## config.mk

```make
export PLATFORM = sky130hd
export DESIGN_NAME = oam_dma_arbiter
export DESIGN_NICKNAME = d
export VERILOG_FILES = /design/src/rtl/oam_dma_arbiter_pkg.sv /design/src/rtl/oam_dma_arbiter_dma_addr_gen.sv /design/src/rtl/oam_dma_arbiter.sv
export SDC_FILE = /design/constraint.sdc
export NUM_CORES = 1
export LEC_CHECK = 0
export ABC_AREA = 1
export BUFFER_PORTS_ARGS = -buffer_cell sky130_fd_sc_hd__buf_4
export CAP_MARGIN = 20
export CORE_ASPECT_RATIO = 0.6
export CORE_UTILIZATION = 45
export CTS_BUF_LIST = sky130_fd_sc_hd__clkbuf_8
export CTS_CLUSTER_DIAMETER = 60
export DETAILED_ROUTE_END_ITERATION = 16
export GPL_TIMING_DRIVEN = 0
export PLACE_DENSITY = 0.87
export SLEW_MARGIN = 20
export SYNTH_ARGS = -nofsm -noshare
export SYNTH_HDL_FRONTEND = slang
export SYNTH_SLANG_ARGS = --single-unit
export TNS_END_PERCENT = 1
```

## constraint.sdc

```tcl
create_clock -name clk -period 1.72 [get_ports clk]
set_clock_uncertainty 0.05 [all_clocks]
set_input_delay 0 -clock clk [delete_from_list [all_inputs] [get_ports clk]]
set_output_delay 0 -clock clk [all_outputs]
set_load 0.005 [all_outputs]
```

## src/rtl/oam_dma_arbiter_pkg.sv

```systemverilog
// rtl/oam_dma_arbiter_pkg.sv - shared types and constants for the OAM DMA arbiter
//
// Purpose: DMA sequencer state encoding and the default address map
// constants used by oam_dma_arbiter and dma_addr_gen.
// Ports: none (package).

package oam_dma_arbiter_pkg;

  typedef enum logic [1:0] {
    DmaIdle  = 2'd0,
    DmaStart = 2'd1,
    DmaXfer  = 2'd2
  } dma_state_e;

  localparam logic [15:0] DMA_REG_ADDR_DEFAULT = 16'hFF46;
  localparam int          OAM_LEN_DEFAULT      = 160;
  localparam logic [15:0] HIGH_BUS_BASE        = 16'hFF00;

endpackage

```

## src/rtl/oam_dma_arbiter_dma_addr_gen.sv

```systemverilog
// rtl/oam_dma_arbiter_dma_addr_gen.sv - DMA byte index, latched source page and echo remap
//
// Purpose: holds the running byte index and the source page latched at
// transfer start, and forms the external read address from them.
// Build option: OAM_DMA_ECHO_REMAP_EN folds source pages E0-FF down by 0x20.
// Ports:
//   clk_i, rst_ni   clock, asynchronous active-low reset
//   load_i          restart: idx <= 0, xfer_src <= src_i
//   step_i          a byte was copied this M-cycle; advance idx
//   src_i           source page register
//   idx_o           current byte index
//   dma_addr_o      {effective source page, idx}
//   last_o          idx is the final byte of the transfer

module dma_addr_gen
  import oam_dma_arbiter_pkg::*;
#(
  parameter int OAM_LEN = OAM_LEN_DEFAULT
) (
  input  logic        clk_i,
  input  logic        rst_ni,
  input  logic        load_i,
  input  logic        step_i,
  input  logic [7:0]  src_i,
  output logic [7:0]  idx_o,
  output logic [15:0] dma_addr_o,
  output logic        last_o
);

  localparam logic [7:0] LAST_IDX = 8'(OAM_LEN - 1);

  logic [7:0] idx_q, idx_d;
  logic [7:0] xfer_src_q, xfer_src_d;
  logic [7:0] src_eff;

  assign last_o = (idx_q == LAST_IDX);

  // Load wins over step: on a restart the carried byte is written with the
  // old index in the same M-cycle the new transfer is loaded.
  always_comb begin
    idx_d      = idx_q;
    xfer_src_d = xfer_src_q;
    if (load_i) begin
      idx_d      = 8'd0;
      xfer_src_d = src_i;
    end else if (step_i && !last_o) begin
      idx_d = idx_q + 8'd1;
    end
  end

`ifdef OAM_DMA_ECHO_REMAP_EN
  assign src_eff = (xfer_src_q >= 8'hE0) ? (xfer_src_q - 8'h20) : xfer_src_q;
`else
  assign src_eff = xfer_src_q;
`endif

  assign idx_o      = idx_q;
  assign dma_addr_o = {src_eff, idx_q};

  always_ff @(posedge clk_i or negedge rst_ni) begin
    if (!rst_ni) begin
      idx_q      <= 8'd0;
      xfer_src_q <= 8'hFF;
    end else begin
      idx_q      <= idx_d;
      xfer_src_q <= xfer_src_d;
    end
  end

endmodule

```

## src/rtl/oam_dma_arbiter.sv

```systemverilog
// rtl/oam_dma_arbiter.sv - OAM DMA sequencer and CPU/DMA memory bus arbiter
//
// Purpose: sequences the OAM copy started by a CPU write to DMA_REG_ADDR and
// routes CPU accesses to the external bus (0000-FEFF) or the high bus
// (FF00-FFFF). While DMA owns the external bus, CPU accesses below FF00 read
// 8'hFF and writes are dropped. Steps on t_cycle==3 (end of an M-cycle).
// Build option: OAM_DMA_ECHO_REMAP_EN (echo remap of source pages E0-FF).
// Ports:
//   clk, reset_n                  clock, asynchronous active-low reset
//   t_cycle                       T-cycle phase, 3 = last of the M-cycle
//   cpu_mem_enable/_write, cpu_addr, cpu_data_out, cpu_data_in   CPU side
//   ext_enable/_write/_addr/_data_out, ext_data_in               0000-FEFF bus
//   hi_enable/_write/_addr/_data_out, hi_data_in                 FF00-FFFF bus
//   oam_write, oam_addr, oam_data                               OAM write port
//   dma_active                    external bus owned by DMA

module oam_dma_arbiter
  import oam_dma_arbiter_pkg::*;
#(
  parameter int          OAM_LEN      = OAM_LEN_DEFAULT,
  parameter logic [15:0] DMA_REG_ADDR = DMA_REG_ADDR_DEFAULT
) (
  input  logic        clk,
  input  logic        reset_n,
  input  logic [1:0]  t_cycle,
  input  logic        cpu_mem_enable,
  input  logic        cpu_mem_write,
  input  logic [15:0] cpu_addr,
  input  logic [7:0]  cpu_data_out,
  output logic [7:0]  cpu_data_in,
  output logic        ext_enable,
  output logic        ext_write,
  output logic [15:0] ext_addr,
  output logic [7:0]  ext_data_out,
  input  logic [7:0]  ext_data_in,
  output logic        hi_enable,
  output logic        hi_write,
  output logic [15:0] hi_addr,
  output logic [7:0]  hi_data_out,
  input  logic [7:0]  hi_data_in,
  output logic        oam_write,
  output logic [7:0]  oam_addr,
  output logic [7:0]  oam_data,
  output logic        dma_active
);

  dma_state_e state_q, state_d;
  logic       restart_q, restart_d;  // DmaStart entered with bytes still pending
  logic [7:0] src_q, src_d;

  logic        t3;
  logic        is_reg, is_hi, is_ext;
  logic        reg_wr;
  logic        dma_busy;
  logic        gen_load, gen_step, gen_last;
  logic [7:0]  gen_idx;
  logic [15:0] gen_addr;

  assign t3     = (t_cycle == 2'd3);
  assign is_reg = (cpu_addr == DMA_REG_ADDR);
  assign is_hi  = (cpu_addr >= HIGH_BUS_BASE) && !is_reg;
  assign is_ext = (cpu_addr < HIGH_BUS_BASE);
  assign reg_wr = cpu_mem_enable && cpu_mem_write && is_reg && t3;

  // A restart M-cycle still copies one byte of the old transfer.
  assign dma_busy = (state_q == DmaXfer) || ((state_q == DmaStart) && restart_q);

  assign gen_load = (state_q == DmaStart) && t3;
  assign gen_step = dma_busy && t3;

  dma_addr_gen #(
    .OAM_LEN (OAM_LEN)
  ) u_addr_gen (
    .clk_i      (clk),
    .rst_ni     (reset_n),
    .load_i     (gen_load),
    .step_i     (gen_step),
    .src_i      (src_q),
    .idx_o      (gen_idx),
    .dma_addr_o (gen_addr),
    .last_o     (gen_last)
  );

  always_comb begin
    state_d   = state_q;
    restart_d = restart_q;
    src_d     = src_q;
    if (t3) begin
      case (state_q)
        DmaStart: begin
          state_d   = DmaXfer;
          restart_d = 1'b0;
        end
        DmaXfer: begin
          if (gen_last) state_d = DmaIdle;
        end
        default: ;
      endcase
      // A register write restarts from any state; only an unfinished
      // transfer in DmaXfer carries a byte into the DmaStart M-cycle.
      if (reg_wr) begin
        src_d     = cpu_data_out;
        state_d   = DmaStart;
        restart_d = (state_q == DmaXfer) && !gen_last;
      end
    end
  end

  always_ff @(posedge clk or negedge reset_n) begin
    if (!reset_n) begin
      state_q   <= DmaIdle;
      restart_q <= 1'b0;
      src_q     <= 8'hFF;
    end else begin
      state_q   <= state_d;
      restart_q <= restart_d;
      src_q     <= src_d;
    end
  end

  // Outputs are forced low while reset_n is asserted, independent of clk.
  always_comb begin
    cpu_data_in  = 8'h00;
    ext_enable   = 1'b0;
    ext_write    = 1'b0;
    ext_addr     = 16'h0000;
    ext_data_out = 8'h00;
    hi_enable    = 1'b0;
    hi_write     = 1'b0;
    hi_addr      = 16'h0000;
    hi_data_out  = 8'h00;
    oam_write    = 1'b0;
    oam_addr     = 8'h00;
    oam_data     = 8'h00;
    dma_active   = 1'b0;
    if (reset_n) begin
      dma_active  = dma_busy;
      hi_enable   = cpu_mem_enable && is_hi;
      hi_write    = cpu_mem_enable && cpu_mem_write && is_hi;
      hi_addr     = cpu_addr;
      hi_data_out = cpu_data_out;
      if (dma_busy) begin
        ext_enable = 1'b1;
        ext_addr   = gen_addr;
        if (t3) begin
          oam_write = 1'b1;
          oam_addr  = gen_idx;
          oam_data  = ext_data_in;
        end
      end else begin
        ext_enable   = cpu_mem_enable && is_ext;
        ext_write    = cpu_mem_enable && cpu_mem_write && is_ext;
        ext_addr     = cpu_addr;
        ext_data_out = cpu_data_out;
      end
      if (is_reg)         cpu_data_in = src_q;
      else if (is_hi)     cpu_data_in = hi_data_in;
      else if (!dma_busy) cpu_data_in = ext_data_in;
      else                cpu_data_in = 8'hFF;
    end
  end

endmodule

```

==> out/summary.txt <==
Largest cells by area after synthesis: nand2_1 18%, dfstp_2 18%, inv_1 12%
YS warnings: 0
Mapped cell area: 2320 um^2
Starting Density: 0.489
Crit path max fanout: 6
Data arrival, critical path: 1.69 ns
Status: finished with violations
Post-synth top area cell: nand2_1
Logic gate share of total power: 0.421
HPWL after DPL: 6290 um
Synthesized instance count: 386
Part of the cycle the worst path needs: 1.01
Flops & latches, synth: 27
Sw frac: 0.371
Unrepaired setup endpoints after global routing: true
Flop pwr share: 0.398
Top-Level Pins: 124
CTS Buf Count: 3
Die height: 57.7 um
N_diodes: 0
Drt wl/cell: 14.7 um
Worst path required time: 1.67 ns
Clk Latency, worst-skew pair: 0.28 ns
ANT nets after route: 0
Power density cells: 534 nW/um^2
Design area: 3680 um^2
Grt ovf: 0
Maximum clock frequency: 574 MHz
Starting DRT DRC Count: 298
Worst-Margin Slew: 0.557 ns
Reg area: 697 um^2
Horiz. Die Dim: 94.8 um
Leading cell types in the layout, fill and taps excluded: 131 x buf_4, 113 x nand2_1, 76 x inv_1, 52 x nand3_1, 29 x nor2_1
CTS Buffer Depth: 2
Worst min path class: input port to asynchronous set/reset pin
Largest net degree at the start of global routing: 28
Root Buffer Master: clkbuf_8
CTS tree: built
Syn_nets: 433
Vias in the first global route: 2534
Initial antenna violation count: 0
Placed insts: 572
Mean Syn Cell Area: 6.02 um^2
Final Instance Count excl. Fillers: 594
Area growth syn-to-layout: 58.5%
Worst setup EP type: output port
Slowest-stage cell, CP: dfrtp_2
DRC viols: 0
Iteration count of the initial detailed-routing pass: 5
Core area: 4750 um^2
Synth top area share: 0.182
Switch Pwr: 0.000730 W
Final min period: 1.74 ns
Internal power: 0.00124 W
Final WS setup: -0.0225 ns
Final WL: 8760 um
MaxCap Viol Count: 0
PortBufs: 123
Most common cell after layout, fill and taps aside: buf_4
Clk slew on worst S/H paths: 0.10 ns
# setup viols final: 2
Vias per Instance: 5.20
Clock sink total: 27
Final Hold Vio Count: 0
CP Buf/Inv Count: 3
DP Area: 3330 um^2
Crit-path leading delay family: simple AND/OR/NAND/NOR gates
Slowest stage delay, CP: 0.46 ns
Worst Setup Start Kind: flop
Fin. max-slew vios: 0
RePlAce Congestion: 0.911
Multi-input gate area: 1330 um^2
Overall die area: 5470 um^2
Slew HR: 0.629
First-pass GRT wire length: 12300 um
Fill cells: 351
CP Cell Sequence: nor2_4 > nand2_4 > nand2_4 > nand2_8 > inv_6 > nand2_8 > clkbuf_16 > nor2_2 > buf_4
Leakage power: 2.18 nW
Fraction of layout cells with a size suffix above 1: 0.379
# rows: 19
Kind of critical path: flop to output port
Nets: 579
Via count: 3089
Violated checks: setup timing
Clk network pwr share: 0.181
Sequential share of the synthesized area: 0.299
VDD IR max: 0.466 mV
Tot GR Track Use: 0.298
# H-tree levels: 1
Distinct cells, synth: 26
## registers in the layout (all words and copies together), names as in the netlist
register	count
u_addr_gen.idx_o	8
state_q	2
src_q	8
restart_q	1
u_addr_gen.src_eff	8
## kinds of logic after synthesis
group / Yosys count / synth area share
XOR/XNOR: 3 / 0.0113
AO/OA/AOI/OAI: 36 / 0.0872
AND/OR/NAND/NOR: 225 / 0.429
flip-flops: 27 / 0.299
buffers and inverters: 94 / 0.167
adder cells (fa/ha/maj): 1 / 0.00538
## metal layers
layer | wire length [um] | up-vias | GRT usage
li1 | - | 1472 | -
met1 | 3700 | 1387 | 0.441
met2 | 3990 | 204 | 0.472
met3 | 908 | 26 | 0.0446
met4 | 156 | 0 | 0.0455
met5 | 0 | - | 0
## worst register-to-register path: stages (launching register included)
cell and delay [ns]:
dfrtp_1 0.39, ha_1 0.22, nand3_1 0.13, nor2_1 0.16, nand2_1 0.09, nand3_1 0.09, nand2_2 0.14, o21ai_1 0.24
## power groups by stage
stage                     Clock, W  Combinational, W  Sequential (W)
after floorplan                  0          0.000352        0.000770
after global placement           0          0.000681        0.000784
after detailed placement         0          0.000711        0.000789
after CTS                 0.000359          0.000737        0.000779
after global routing      0.000386          0.000899        0.000790
final                     0.000357          0.000829        0.000783
## cell usage after synthesis, drive strengths merged
library cell / count
a21oi: 14
a22oi: 9
buf: 14
clkinv: 1
dfrtp: 11
dfstp: 16
ha: 1
inv: 79
nand2: 123
nand3: 52
nand4: 1
nor2: 47
nor3: 1
nor4: 1
o21ai: 13
xor2: 3
## stage by stage
| step | setup slack, ns | TNS, ns | hold slack, ns | util | power (W) |
|---|---|---|---|---|---|
| 5_1_grt | -0.0852 | -0.756 | 0.219 | 0.775 | 0.00208 |
| 6_report | -0.0225 | -0.0242 | 0.196 | 0.775 | 0.00197 |
| 3_5_place_dp | 0.0945 | 0 | -0.118 | 0.700 | 0.00150 |
| 4_1_cts | 0.000553 | 0 | 0.179 | 0.734 | 0.00188 |
| 2_1_floorplan | 0.409 | 0 | -0.346 | - | 0.00112 |
| 3_3_place_gp | 0.170 | 0 | -0.121 | 0.700 | 0.00147 |
## final timing paths
check,startpoint,slack [ns],depth (start not counted),endpoint
worst max-delay path,state_q[1],-0.02,9,oam_addr[2]
worst min-delay path,reset_n,0.20,3,u_addr_gen.idx_o[3]
worst max register to register,u_addr_gen.idx_o[1],0.11,7,u_addr_gen.idx_o[2]
worst min register to register,src_q[2],0.42,2,src_q[2]
max in group asynchronous,reset_n,1.17,3,src_q[4]
min in group clk,t_cycle[1],0.20,4,state_q[0]
## timing repair
| item | in CTS | in global routing |
|---|---|---|
| gates cloned | 0 | 1 |
| pin swaps | 0 | 2 |
| hold endpoints to repair | 35 | 0 |
| hold buffers | 10 | 0 |
| gates resized for setup | 4 | 30 |
| endpoints found under the setup margin | 19 | 27 |
| setup buffers | 0 | 7 |
## area by class of cell
type	instances	area share
Buffer	14	0.0282
Timing Repair Buffer	141	0.305
Inverter	80	0.0842
Multi-Input combinational cell	265	0.360
Sequential cell	27	0.189
Clock inverter	1	0.00102
Clock buffer	3	0.0112
Tap cell	63	0.0214
(Power assumes the default switching activity.)
